===== config.mk =====
export PLATFORM = sky130hd
export DESIGN_NAME = uart_rx_fifo
export DESIGN_NICKNAME = d
export VERILOG_FILES = /design/src/rtl/uart_rx_fifo_pkg.sv /design/src/rtl/uart_fifo_mem.sv /design/src/rtl/uart_rx_fifo.sv
export SDC_FILE = /design/constraint.sdc
export NUM_CORES = 1
export LEC_CHECK = 0
export BUFFER_PORTS_ARGS = -buffer_cell sky130_fd_sc_hd__clkbuf_2
export CAP_MARGIN = 20
export CORE_ASPECT_RATIO = 0.5
export CORE_MARGIN = 10
export CORE_UTILIZATION = 55
export CTS_CLUSTER_DIAMETER = 100
export DETAILED_ROUTE_END_ITERATION = 16
export PLACE_DENSITY_LB_ADDON = 0.2
export RECOVER_POWER = 100
export SLEW_MARGIN = 20
export SYNTH_ARGS = -nofsm -noshare
export SYNTH_HDL_FRONTEND = slang
export SYNTH_SLANG_ARGS = --single-unit

===== constraint.sdc =====
create_clock -name clock -period 2.8 [get_ports clock]
set_input_delay 0.28 -clock clock [delete_from_list [all_inputs] [get_ports clock]]
set_output_delay 0.28 -clock clock [all_outputs]
set_load 0.02 [all_outputs]

===== src/rtl/uart_rx_fifo_pkg.sv =====
// Shared definitions for the UART receive FIFO: entry layout and default depth.
package uart_rx_fifo_pkg;

  localparam int ENTRY_W       = 10;
  localparam int FERR_BIT      = 9;
  localparam int PERR_BIT      = 8;
  localparam int DEFAULT_DEPTH = 16;

  function automatic logic [ENTRY_W-1:0] pack_entry(input logic       ferr,
                                                    input logic       perr,
                                                    input logic [7:0] data);
    return {ferr, perr, data};
  endfunction

endpackage


===== src/rtl/uart_fifo_mem.sv =====
// DEPTH x ENTRY_W register array: synchronous write, asynchronous (fall-through) read.
module uart_fifo_mem
  import uart_rx_fifo_pkg::*;
#(
  parameter int DEPTH  = DEFAULT_DEPTH,
  parameter int ADDR_W = 4
) (
  input  logic               clock,
  input  logic               i_we,
  input  logic [ADDR_W-1:0]  i_waddr,
  input  logic [ENTRY_W-1:0] i_wdata,
  input  logic [ADDR_W-1:0]  i_raddr,
  output logic [ENTRY_W-1:0] o_rdata
);

  // Contents are deliberately not reset; validity is tracked by the pointer logic.
  logic [ENTRY_W-1:0] r_mem [DEPTH];

  always_ff @(posedge clock) begin
    if (i_we) r_mem[i_waddr] <= i_wdata;
  end

  assign o_rdata = r_mem[i_raddr];

endmodule


===== src/rtl/uart_rx_fifo.sv =====
// Queues one entry per received UART frame (data plus error flags) for a FWFT host reader.
module uart_rx_fifo
  import uart_rx_fifo_pkg::*;
#(
  parameter int DEPTH  = DEFAULT_DEPTH,
  parameter int ADDR_W = 4
) (
  input  logic              clock,
  input  logic              reset,
  input  logic [7:0]        Rx_DATA,
  input  logic              Rx_VALID,
  input  logic              Rx_PERROR,
  input  logic              Rx_FERROR,
  input  logic              rd_en,
  input  logic              clr_overrun,
  output logic [7:0]        rd_data,
  output logic              rd_perror,
  output logic              rd_ferror,
  output logic              empty,
  output logic              full,
  output logic [ADDR_W:0]   count,
  output logic              overrun
);

  localparam logic [ADDR_W:0]   DEPTH_C = (ADDR_W+1)'(DEPTH);
  localparam logic [ADDR_W:0]   CNT_ONE = (ADDR_W+1)'(1);
  localparam logic [ADDR_W-1:0] PTR_ONE = ADDR_W'(1);

  logic                r_evt_q;
  logic [ADDR_W-1:0]   r_wr_ptr;
  logic [ADDR_W-1:0]   r_rd_ptr;
  logic [ADDR_W:0]     r_count;
  logic                r_overrun;

  logic                w_evt;
  logic                w_wr;
  logic                w_pop;
  logic                w_push;
  logic                w_drop;
  logic                w_empty;
  logic                w_full;
  logic [ENTRY_W-1:0]  w_wdata;
  logic [ENTRY_W-1:0]  w_rdata;

  // The receiver holds its flags as levels; only the rising edge marks a new frame.
  assign w_evt   = Rx_VALID | Rx_PERROR | Rx_FERROR;
  assign w_wr    = w_evt & ~r_evt_q;
  assign w_empty = (r_count == '0);
  assign w_full  = (r_count == DEPTH_C);
  assign w_pop   = rd_en & ~w_empty;
  // A pop in the same cycle frees the slot, so a write while full is still accepted.
  assign w_push  = w_wr & (~w_full | w_pop);
  assign w_drop  = w_wr & w_full & ~rd_en;
  assign w_wdata = pack_entry(Rx_FERROR, Rx_PERROR, Rx_DATA);

  always_ff @(posedge clock or negedge reset) begin
    if (!reset) begin
      r_evt_q   <= 1'b0;
      r_wr_ptr  <= '0;
      r_rd_ptr  <= '0;
      r_count   <= '0;
      r_overrun <= 1'b0;
    end else begin
      r_evt_q <= w_evt;
      if (w_push) r_wr_ptr <= r_wr_ptr + PTR_ONE;
      if (w_pop)  r_rd_ptr <= r_rd_ptr + PTR_ONE;
      if (w_push && !w_pop)      r_count <= r_count + CNT_ONE;
      else if (w_pop && !w_push) r_count <= r_count - CNT_ONE;
      if (w_drop)           r_overrun <= 1'b1;
      else if (clr_overrun) r_overrun <= 1'b0;
    end
  end

  uart_fifo_mem #(
    .DEPTH  (DEPTH),
    .ADDR_W (ADDR_W)
  ) u_mem (
    .clock   (clock),
    .i_we    (w_push),
    .i_waddr (r_wr_ptr),
    .i_wdata (w_wdata),
    .i_raddr (r_rd_ptr),
    .o_rdata (w_rdata)
  );

  assign rd_data   = w_rdata[7:0];
  assign rd_perror = w_rdata[PERR_BIT];
  assign rd_ferror = w_rdata[FERR_BIT];
  assign empty     = w_empty;
  assign full      = w_full;
  assign count     = r_count;
  assign overrun   = r_overrun;

endmodule

==> results.yml, run 1 <==
outcome:
  outcome: "completed"
setup_path:
  path_depth: 7
  critPathMaxFanout: 12
  critPathArrivalTime_ns: 2.43
  cp_data_required_time_ns: 2.52
  crit_start: "r_rd_ptr[2]"
  crit_family: "buffers and inverters"
  crit_chain: "buf_4 > and2_1 > buf_2 > a221oi_1 > a22oi_1 > nand2_1 > clkbuf_2"
  rr_worst_depth: 10
  r2r_end: "count[4]"
  start_kind: "flop"
  reg2reg_from: "count[0]"
  cp_slowest_cell: "a221oi_1"
  end_kind: "primary output"
  path_buf_inv: 3
  r2r_slack_ns: 0.17
  path_class: "flop to primary output"
  max_stage_delay_ns: 0.41
floorplanning:
  die_width_um: 179.8
  core-area_um2: 12590
  die_area_um2: 17950
  ios: 33
  die_height_um: 99.88
  start_util_pct: 55.74
  row_count: 29
drt:
  drt_iter0_drc: 473
  first_pass_iters: 5
  via_count: 3794
  drt-total-wl_um: 15300
  post-route-drc-count: 0
  ant_nets: 0
  via_per_inst: 5.984
  wl_per_cell_um: 24.14
worst_hold_path:
  hold_end: "r_evt_q"
  hold_depth: 3
  min-delay-start: "Rx_VALID"
  hp-class: "input pin to flop"
synth:
  synthMuxAreaShare_pct: 12.43
  synthSimpleGateAreaFrac_pct: 3.227
  yosysWarnings: 0
  synth_seq_cells: 175
  syn_inst: 385
  synth_compound_area_share_pct: 5.473
  synthXorXnorAreaFrac_pct: 1.248
  synth_area_um2: 7018
  syn_avg_cell_area_um2: 18.23
  synth_cell_type_count: 34
  synthAdderAreaFrac_pct: 1.890
  synth_nets: 410
  synth_top_family_by_area: "multiplexers"
  yosysSeqAreaShare_pct: 73.81
power_and_ir_drop:
  p_per_area_nw_per_um2: 1015
  vdd_drop_max_mv: 0.4968
  p_leak_nw: 2.818
timing:
  finalMaxSlewViolations: 0
  slew_headroom_pct: 41.52
  worst_hold_slack_ns: 0.1183
  setup_viol: 0
  period_share_pct: 96.70
  worst_pin_slew_ns: 0.8772
  fin_tns_setup_ns: 0
  fin_crit_ns: 2.708
  finalHoldViolations: 0
  max_clock_freq_ghz: 0.3693
  fin_skew_ns: 0.01031
  rsz0062_at_grt: "false"
global_routing:
  antenna_found_initial: 0
  grt_pass1_wl_um: 23270
  grt_pass1_vias: 3850
  grt-busiest-layer: "met2"
  grt_max_degree: 31
  grt-ovfl-total: 0
  use_met1_pct: 22.51
  use_met2_pct: 27.99
  grtUsageTotal_pct: 17.39
  met3_usage_pct: 3.878
finish:
  finish.utilization_pct: 64.41
  fin_nets: 476
  design_area_um2: 8110
  num_antenna_cells: 0
  drive_gt1_share_pct: 21.12
  layoutNonFillerInstCount: 634
  fillCellCount: 844
  area_delta_synth_final_pct: 15.56
clock_tree:
  cts_buffers: 17
  clock-sinks: 175
  clockBufferDepth: 2
  cts_root_buffer: "clkbuf_16"
  clk_pin_slew_worst_paths_ns: 0.06
  h-tree-depth: 4
  clock_latency_ns: 0.43
  cts_tree: "done"
placement:
  place_inst: 601
  io_buffer_count: 32
  place_congestion: 0.8316
  dpl_cell_area_um2: 7555
  dp.final_hpwl_um: 9747
run:
  drv_cap: 0
-- through the flow --
| stage | total power, mW | worst slack, ns |
|---|---|---|
| after CTS | 8.281 | 0.01290 |
| final | 8.235 | 0.09244 |
| after global placement | 5.705 | 0.1231 |
| after detailed placement | 5.810 | 0.04561 |
| after floorplan | 4.987 | 0.01269 |
| after global routing | 8.605 | 0.009748 |
-- layout by cell type (no fill, tap or decap), types with 3 or more instances in the layout --
cell type,n
a22oi_1,10
a221oi_1,20
o21ai_0,13
ha_1,9
inv_8,3
nor2_1,16
clkbuf_1,27
clkbuf_2,26
nor3_1,5
mux4_2,20
dfrtp_1,14
inv_6,5
buf_4,8
xnor2_1,9
edfxtp_1,160
clkbuf_16,17
inv_1,5
nand2_1,22
bufinv_16,3
mux2i_1,41
-- what timing repair did --
action                     CTS  global route
setup endpoints to repair    0             7
hold buffers                 1             0
buffers inserted             0             0
hold endpoints to repair    15             0
resized for setup            0             6
-- cell usage after synthesis (all sizes together) --
master / instances / area, um2
edfxtp: 160 / 4805
mux2i: 41 / 410.4
nand2: 22 / 85.09
a221oi: 20 / 175.2
mux4: 20 / 450.4
nor2: 16 / 60.06
dfrtp: 15 / 375.4
o21ai: 13 / 65.06
a22oi: 10 / 75.07
buf: 9 / 71.32
clkbuf: 9 / 33.78
ha: 9 / 112.6
xnor2: 9 / 78.83
inv: 7 / 26.28
nor3: 5 / 25.02
a21o: 2 / 15.01
a21oi: 2 / 10.01
and2: 2 / 12.51
nand2b: 2 / 12.51
a311oi: 1 / 26.28
a32o: 1 / 10.01
clkinv: 1 / 3.750
fa: 1 / 20.02
mux2: 1 / 11.26
nand3: 1 / 5.000
nand4: 1 / 6.260
nor2b: 1 / 6.260
nor4: 1 / 6.260
o21a: 1 / 7.510
or4: 1 / 7.510
xor2: 1 / 8.760
-- cell type report --
class / count / area [um2] / share of cell area, %
Clock buffer: 17 / 425.4 / 5.245
Clock inverter: 15 / 196.4 / 2.422
Inverter: 8 / 30.03 / 0.3703
Multi-Input combinational cell: 184 / 1715 / 21.15
Sequential cell: 175 / 5184 / 63.92
Tap cell: 170 / 212.7 / 2.623
Timing Repair Buffer: 65 / 346.6 / 4.273
-- logic make-up after synthesis --
kind of cell / after synthesis
simple gates: 52
xor+xnor: 10
fa+ha+maj: 10
compound gates: 50
flops: 175
buf+inv: 26
mux: 62
-- how the worst max path moves through the flow --
stage | to
global placement | count[4]
CTS | rd_data[6]
global route | count[4]
finish | rd_data[7]
floorplan | count[4]
detailed placement | count[4]
-- where the power goes --
group / total (mW) / leakage (nW) / internal, mW / switching, mW
Combinational: 2.58 / 0.898 / 1.06 / 1.52
Clock: 2.48 / 0.301 / 1.44 / 1.05
Sequential: 3.18 / 1.62 / 3.00 / 0.172
-- state kept, by name, indices dropped and copies added (netlist names) --
register / flops
u_mem.r_mem: 160
overrun: 1
r_evt_q: 1
r_rd_ptr: 4
count: 5
r_wr_ptr: 4
-- per-layer routing --
metal / vias up / wire (um)
met5: - / 0
met4: 0 / 267
met3: 24 / 1184
met2: 151 / 7537
met1: 1935 / 6315
li1: 1684 / -
-- worst reg2reg max path: stages (launching register included) --
cell,delay (ns)
dfrtp_1,0.37
or4_1,0.55
o21a_1,0.21
inv_2,0.08
ha_1,0.18
inv_2,0.08
fa_2,0.37
a21o_1,0.20
a21oi_2,0.14
mux2i_1,0.22
xnor2_1,0.14
Note: power is estimated with default switching activity, not from simulation.
==> run 2, diff against run 1 <==
Settings changed: CELL_PAD_IN_SITES_DETAIL_PLACEMENT set to 0, CELL_PAD_IN_SITES_GLOBAL_PLACEMENT set to 2, CORE_UTILIZATION 55 to 42.
==> run 2 against run 1 <==
Clock power grew 5%. Hold slack got worse by 0.017 ns. Sequential power about the same. Non-clock buffer count increased by 8. Utilization decreased by 14 points. Combinational power grew 4%. Sequential cell count stayed put. Register-to-register slack barely moved. Total power grew 2.8%. Die area grew 26%. Highest routed layer unchanged. Via count increased by 0.40%. Clock skew shrank 0.00058 ns. Critical endpoint is now rd_data[5].
==> results.yml, run 2 (synthesis gave the netlist of run 1 again) <==
global_routing:
  grt_max_degree: 29
  antenna_found_initial: 0
  grt-ovfl-total: 0
  grtUsageTotal_pct: 14.02
  grt_pass1_wl_um: 23870
  grt_pass1_vias: 4013
floorplanning:
  die_height_um: 111.4
  die_width_um: 202.8
  row_count: 33
  start_util_pct: 42.81
  core-area_um2: 16390
  ios: 33
  die_area_um2: 22590
power_and_ir_drop:
  p_leak_nw: 2.848
  p_per_area_nw_per_um2: 1024
  vdd_drop_max_mv: 0.5561
finish:
  fillCellCount: 1382
  design_area_um2: 8268
  multiInputGateArea_um2: 1743
  num_antenna_cells: 0
  largest_register: "u_mem.r_mem"
  largest_reg_flops: 160
  final_common_cell: "edfxtp_1"
  fin_nets: 484
  area_delta_synth_final_pct: 17.81
  seq_area_um2: 5185
  drive_gt1_share_pct: 20.76
  final_cell_mix: "edfxtp_1 (160), mux2i_1 (41), clkbuf_1 (40)"
clock_tree:
  h-tree-depth: 4
  cts_root_buffer: "clkbuf_16"
  cts_tree: "done"
  clock-sinks: 175
  clock_latency_ns: 0.42
  cts_buffers: 17
  clk_pin_slew_worst_paths_ns: 0.06
  clockBufferDepth: 2
drt:
  ant_nets: 0
  drt-total-wl_um: 15690
  first_pass_iters: 4
  via_count: 3809
  via_per_inst: 5.449
  wl_per_cell_um: 22.44
  drt_iter0_drc: 345
  post-route-drc-count: 0
placement:
  dpl_cell_area_um2: 7656
  io_buffer_count: 32
  place_congestion: 0.8282
  dp.final_hpwl_um: 10310
setup_path:
  critPathMaxFanout: 28
  cp_data_required_time_ns: 2.52
  critPathArrivalTime_ns: 2.39
  r2r_slack_ns: 0.17
  path_class: "flop to primary output"
  end_kind: "primary output"
  start_kind: "flop"
timing:
  fin_crit_ns: 2.673
  finalHoldViolations: 0
  fin_tns_setup_ns: 0
  worst_pin_slew_ns: 0.9886
  rsz0062_at_grt: "false"
  slew_headroom_pct: 34.09
  finalMaxSlewViolations: 0
  fin_skew_ns: 0.009730
  setup_viol: 0
  max_clock_freq_ghz: 0.3742
  period_share_pct: 95.45
  worst_hold_slack_ns: 0.1011
worst_hold_path:
  hp-class: "input pin to flop"
outcome:
  outcome: "completed"
run:
  drv_cap: 0
==> run 2: cell types whose count changed in the layout (fill, tap and decap cells not counted), moves of 4 or more <==
cell      delta
inv_6        -4
a221oi_1     -5
clkbuf_2     -4
a221oi_2     +5
buf_4        +4
clkbuf_1    +13
==> run 2: worst max-delay path, cell delays in order, from the launching register on <==
cell,delay [ns]
dfrtp_4,0.47
buf_6,0.34
mux4_2,0.61
a22oi_1,0.24
nand2_1,0.11
clkbuf_2,0.17
==> run 2: worst paths after layout <==
kind / start / endpoint / depth (start not counted)
max reg2reg: count[3] / count[4] / 10
min reg2reg: overrun / overrun / 1
min: Rx_VALID / r_evt_q / 3
max in group asynchronous: reset / r_rd_ptr[0] / 2
max: r_rd_ptr[0] / rd_data[5] / 5
min in group asynchronous: reset / r_evt_q / 2
==> run 2: per-layer routing <==
layer | up-vias | part of all wire (%) | track usage (%)
met5 | - | 0 | 0
met4 | 0 | 1.1 | 4.348
met3 | 19 | 6.7 | 3.472
met2 | 115 | 45 | 20.98
met1 | 1983 | 47 | 19.78
li1 | 1692 | - | -
==> run 2: metrics by stage <==
step	instances	total power [mW]	setup slack [ns]	utilization, %
finish	699	8.468	0.1274	50.44
global route	699	8.860	0.01580	50.44
CTS	695	8.472	0.04706	50.74
detailed placement	662	5.873	0.07970	46.71
global placement	662	5.793	0.1821	46.71
floorplan	385	4.987	0.01269	-
==> run 2: area by class of cell <==
cell class | instances | share of cell area (%)
Sequential cell | 175 | 62.71
Multi-Input combinational cell | 184 | 21.08
Clock inverter | 9 | 2.194
Tap cell | 227 | 3.435
Timing Repair Buffer | 73 | 4.555
Inverter | 8 | 0.3632
Clock buffer | 23 | 5.660
==> run 2: timing repair <==
| action | CTS | global route |
|---|---|---|
| endpoints found under the setup margin | 5 | 6 |
| gates resized for setup | 1 | 11 |
| buffers inserted | 0 | 4 |
| hold endpoints to repair | 15 | 0 |
| pin swaps | 0 | 1 |
| hold buffers | 1 | 0 |
==> run 2: power by group <==
part           internal [mW]  total [mW]  leakage, nW  switching [mW]
combinational           1.09        2.69        0.915            1.60
clock                   1.64        2.61        0.316           0.972
sequential              3.01        3.17         1.62           0.161
total                   5.73        8.47         2.85            2.74
